===== config.mk =====
export PLATFORM = sky130hd
export DESIGN_NAME = led_shift_chain
export DESIGN_NICKNAME = d
export VERILOG_FILES = /design/src/rtl/led_shift_chain.sv
export SDC_FILE = /design/constraint.sdc
export NUM_CORES = 1
export LEC_CHECK = 0
export CAP_MARGIN = 20
export CORE_MARGIN = 10
export CORE_UTILIZATION = 50
export DETAILED_ROUTE_END_ITERATION = 6
export PLACE_DENSITY = 0.71
export SETUP_SLACK_MARGIN = 0.02
export SYNTH_ARGS = -nofsm -noshare
export SYNTH_HDL_FRONTEND = slang
export SYNTH_SLANG_ARGS = --single-unit

===== constraint.sdc =====
create_clock -name clk -period 2.5 [get_ports clk]
set_input_delay 0.5 -clock clk [delete_from_list [all_inputs] [get_ports clk]]
set_output_delay 0.5 -clock clk [all_outputs]
set_load 0.02 [all_outputs]

===== src/rtl/led_shift_chain.sv =====
// LED shift chain: a WIDTH-stage register fed from a synchronised push-button
// input, stepping once per DIV clock cycles in one of four modes
// (shift-left, shift-right, rotate-left, broadcast). A parallel load overrides
// everything and restarts the step divider. hold freezes the LEDs only; the
// divider and tick keep running.
module led_shift_chain #(
  parameter int unsigned WIDTH       = 8,
  parameter int unsigned DIV         = 125000000,
  parameter int unsigned SYNC_STAGES = 2
) (
  input  logic             clk,
  input  logic             rst_n,
  input  logic             din,
  input  logic [1:0]       mode,
  input  logic             hold,
  input  logic             load,
  input  logic [WIDTH-1:0] load_val,
  output logic [WIDTH-1:0] leds,
  output logic             tick
);

  localparam logic [31:0] CNT_LAST = 32'(DIV - 1);

  localparam logic [1:0] MODE_SHL = 2'b00;
  localparam logic [1:0] MODE_SHR = 2'b01;
  localparam logic [1:0] MODE_ROL = 2'b10;
  localparam logic [1:0] MODE_BC  = 2'b11;

  logic [SYNC_STAGES-1:0] sync_q, sync_d;
  logic [31:0]            cnt_q, cnt_d;
  logic [WIDTH-1:0]       leds_q, leds_d;
  logic                   tick_q, tick_d;
  logic                   din_s;
  logic                   strobe;

  assign din_s  = sync_q[SYNC_STAGES-1];
  assign strobe = (cnt_q == CNT_LAST);

  // Synchroniser: din enters at bit 0 and leaves as din_s at the top bit.
  always_comb begin
    sync_d = {sync_q[SYNC_STAGES-2:0], din};
  end

  // Step divider: wraps at DIV-1 and restarts from zero on a parallel load.
  // With DIV=1 the count stays at 0, so the strobe is high every cycle.
  always_comb begin
    cnt_d = cnt_q + 32'd1;
    if (load || strobe) begin
      cnt_d = '0;
    end
  end

  // tick is the strobe delayed one cycle, so a step and the rising tick share
  // an edge. A step coinciding with a load is discarded, but tick still
  // reflects the strobe that occurred.
  always_comb begin
    tick_d = strobe;
  end

  // Chain update, priority load > hold > step. mode is only looked at here,
  // so a mode change between steps takes effect on the next step.
  always_comb begin
    leds_d = leds_q;
    if (load) begin
      leds_d = load_val;
    end else if (strobe && !hold) begin
      case (mode)
        MODE_SHL: leds_d = {leds_q[WIDTH-2:0], din_s};
        MODE_SHR: leds_d = {din_s, leds_q[WIDTH-1:1]};
        MODE_ROL: leds_d = {leds_q[WIDTH-2:0], leds_q[WIDTH-1]};
        MODE_BC:  leds_d = {WIDTH{din_s}};
        default:  leds_d = leds_q;
      endcase
    end
  end

  // State registers; reset clears everything, including synchroniser flops,
  // so no progress survives a reset.
  always_ff @(posedge clk or negedge rst_n) begin
    if (!rst_n) begin
      sync_q <= '0;
      cnt_q  <= '0;
      leds_q <= '0;
      tick_q <= 1'b0;
    end else begin
      sync_q <= sync_d;
      cnt_q  <= cnt_d;
      leds_q <= leds_d;
      tick_q <= tick_d;
    end
  end

  assign leds = leds_q;
  assign tick = tick_q;

endmodule

==> impl_metrics.tcl <==
set metrics [dict create \
    overflow 0 \
    start_kind "flop" \
    vias 2054 \
    rows 25 \
    pin_count 24 \
    wl_per_cell_um 16.9 \
    required_ns 2.71 \
    grt_antenna_before_repair 0 \
    drt-total-wl_mm 5.65 \
    p_sw_share_pct 22.9 \
    nets 296 \
    synthToLayoutAreaGrowth_pct 16.4 \
    synth_adder_area_share_pct 0.517 \
    antennaDiodeCount 0 \
    fp.dieW_um 89.6 \
    synthCells 260 \
    fin_crit_sh_pct 90.8 \
    synth_top_family_by_area "simple AND/OR/NAND/NOR gates" \
    powerDensity_mw_per_mm2 510 \
    first_global_vias 1985 \
    end_kind "flop" \
    combPwrFrac_pct 10.4 \
    path_class "flop to flop" \
    drc_errors 0 \
    cts_inserted_buffers 5 \
    gp_congestion 0.842 \
    cts_setup_buffers 0 \
    first_iter_violations 137 \
    io_buffers 23 \
    tightest_slew_ns 0.476 \
    core_mm2 0.00469 \
    cpPeakStageDelay_ns 0.66 \
    fill_cells 408 \
    ctsHtreeMaxLevel 2 \
    hold_buffers 0 \
    ys_seq_area_share_pct 44.5 \
    p_int_uw 1110 \
    grt_first_pass_wirelength_mm 9.85 \
    setup_violations 0 \
    dieArea_mm2 0.00802 \
    min-delay-path-class "primary input to asynchronous set/reset pin" \
    tns_ns 0 \
    clk_latency_ns 0.29 \
    p_seq_share_pct 51.0 \
    grtUsageTotal_pct 15.4 \
    crit_path_cell_trace "ha_1 -> nand4_2 -> or4_4 -> or4_1 -> a21oi_1" \
    muxShareOfSynthArea_pct 5.02 \
    synth_compound_area_share_pct 15.3 \
    synth_seq_cells 43 \
    grt_max_degree 30 \
    clock.fmax_mhz 440 \
    period_minus_slack_ns 2.27 \
    yosys.area_share.simple_pct 26.5 \
    dr.pass1.iters 4 \
    start_util_pct 51.6 \
    netlist_area_mm2 0.00242 \
    ys.warnings.count 0 \
    die_height_um 89.6 \
    clockBufferDepth 2 \
    power.switching_uw 328 \
    rr_startpoint "cnt_q[0]$_DFF_PN0_" \
    drv_slew 0 \
    yosysUniqueCellTypes 37 \
    crit_start "cnt_q[0]$_DFF_PN0_" \
    syn_avg_cell_area_um2 9.31 \
    synth_xor_area_share_pct 4.71 \
    final_layout_size_suffix_gt1_share_pct 11.0 \
    hpwl_mm 3.93 \
    cp_slowest_cell "or4_4" \
    power_frac_clock_pct 38.7 \
    clkTransAtPathRegs_ns 0.08 \
    rsz0062_at_grt "no" \
    outcome "finished clean" \
    p_leak_uw 0.00111 \
    clockRootBuffer "clkbuf_8" \
    cts.sinks 43 \
    finalHoldViolCount 0 \
    vias_per_cell 6.13 \
    max_cap_violations 0 \
    irDropWorstVdd_v 0.000315 \
    arrival_ns 2.48 \
    postRouteAntennaNets 0 \
    timing.hold.ws_ns 0.113 \
    worst-path-max-fanout 15 \
    cts_tree "built" \
    final.setup_skew_ns 0.00638 \
    synth_fp_nets 276 \
    post_cts_resized 0 \
    max_slew_margin_pct 68.2 \
]
==> flip-flops by register name, indices dropped and copies added, names as in the netlist <==
name and flops:
cnt_q 32, leds 8, sync_q 2, tick 1
==> path summary, 6_finish.rpt <==
check,endpoint,slack [ns],cells past startpoint
worst max-delay path,cnt_q[30]$_DFF_PN0_,0.23,5
worst min register to register,sync_q[1]$_DFF_PN0_,0.36,0
worst min-delay path,cnt_q[22]$_DFF_PN0_,0.11,1
max in group asynchronous,cnt_q[18]$_DFF_PN0_,1.72,2
worst max register to register,cnt_q[30]$_DFF_PN0_,0.23,5
min in group clk,sync_q[1]$_DFF_PN0_,0.36,0
==> critical path, delay by kind of cell (launching register included) <==
family,cells,cell delay (ns)
DFF,1,0.41
adders and majority gates,1,0.25
AOI/OAI and AO/OA,1,0.17
and+or+nand+nor,3,1.35
==> cell type report <==
type,count,area (µm²),share of cell area [%]
inverter,4,15.0,0.533
multi-input combinational,196,1260,44.8
clock buffer,6,82.6,2.93
clock inverter,2,35.0,1.24
sequential,43,1080,38.2
tap,54,67.6,2.40
timing repair buffer,30,278,9.86
==> layout by cell type, fill, tap and decap left out <==
master,Yosys,layout
a211o_1,6,6
a21bo_2,1,1
a21oi_1,15,15
a31o_2,8,8
and3_1,3,3
and4_1,7,7
and4b_1,1,1
buf_2,3,1
buf_4,0,7
bufinv_16,0,1
clkbuf_8,0,6
clkdlybuf4s50_1,0,22
clkinv_2,0,1
dfrtp_1,43,43
ha_1,1,1
inv_1,4,4
mux2_2,1,1
mux2i_1,11,11
nand2_1,24,24
nand3_1,10,10
nand3b_1,1,1
nand4_1,9,9
nand4_2,1,1
nand4bb_1,1,1
nor2_1,24,24
nor3_1,3,3
nor3b_1,1,1
nor4_1,9,9
nor4b_1,3,3
o21ai_0,11,10
o21ai_2,0,1
o31ai_1,12,12
o41ai_1,2,2
or2_2,1,1
or3_1,9,9
or4_1,6,6
or4_4,1,1
or4b_2,1,1
xnor2_1,7,7
xor2_1,6,6
==> kinds of logic (layout without fill, tap and decap cells) <==
kind of cell,count (synthesis),in the layout
and+or+nand+nor,115,115
DFF,43,43
AOI/OAI and AO/OA,55,55
buffers and inverters,21,42
adders and majority gates,1,1
xor gates and xnor gates,13,13
muxes,12,12
==> power by group through the flow <==
stage	Clock (µW)	Sequential [µW]	Combinational [µW]
floorplan	0	755	65.1
global placement	0	745	150
detailed placement	0	746	152
CTS	570	732	153
global route	600	735	166
finish	555	732	149
==> per-layer routing <==
layer	up-vias	share of wire, %	GRT usage [%]
li1	1011	-	-
met4	0	0.74	4.05
met1	997	48	20.7
met3	5	6.1	4.28
met2	41	45	23.7
met5	-	0	0
==> metrics by stage <==
step / setup WS, ns / std cells / total power (µW) / utilization [%] / cell area (µm²)
floorplan: 0.483 / 260 / 820 / - / 2420
global placement: 0.332 / 327 / 895 / 57.5 / 2700
detailed placement: 0.274 / 327 / 898 / 57.5 / 2700
CTS: 0.233 / 335 / 1450 / 60.1 / 2820
global route: 0.118 / 335 / 1500 / 60.1 / 2820
finish: 0.230 / 335 / 1440 / 60.1 / 2820
==> Yosys cell counts <==
cell / instances / area share [%]
a211o_1: 6 / 2.2
a21bo_2: 1 / 0.41
a21oi_1: 15 / 3.1
a31o_2: 8 / 2.9
and3_1: 3 / 0.78
and4_1: 7 / 2.5
and4b_1: 1 / 0.41
buf_1: 2 / 0.31
buf_2: 3 / 0.62
clkbuf_1: 11 / 1.7
clkbuf_2: 1 / 0.21
dfrtp_1: 43 / 44
ha_1: 1 / 0.52
inv_1: 4 / 0.62
mux2_2: 1 / 0.47
mux2i_1: 11 / 4.6
nand2_1: 24 / 3.7
nand3_1: 10 / 2.1
nand3b_1: 1 / 0.31
nand4_1: 9 / 2.3
nand4_2: 1 / 0.52
nand4bb_1: 1 / 0.47
nor2_1: 24 / 3.7
nor3_1: 3 / 0.62
nor3b_1: 1 / 0.31
nor4_1: 9 / 2.3
nor4b_1: 3 / 1.1
o21ai_0: 11 / 2.3
o31ai_1: 12 / 3.7
o41ai_1: 2 / 0.72
or2_2: 1 / 0.26
or3_1: 9 / 2.3
or4_1: 6 / 1.9
or4_4: 1 / 0.47
or4b_2: 1 / 0.41
xnor2_1: 7 / 2.5
xor2_1: 6 / 2.2
Note: power is estimated with default switching activity, not from simulation.
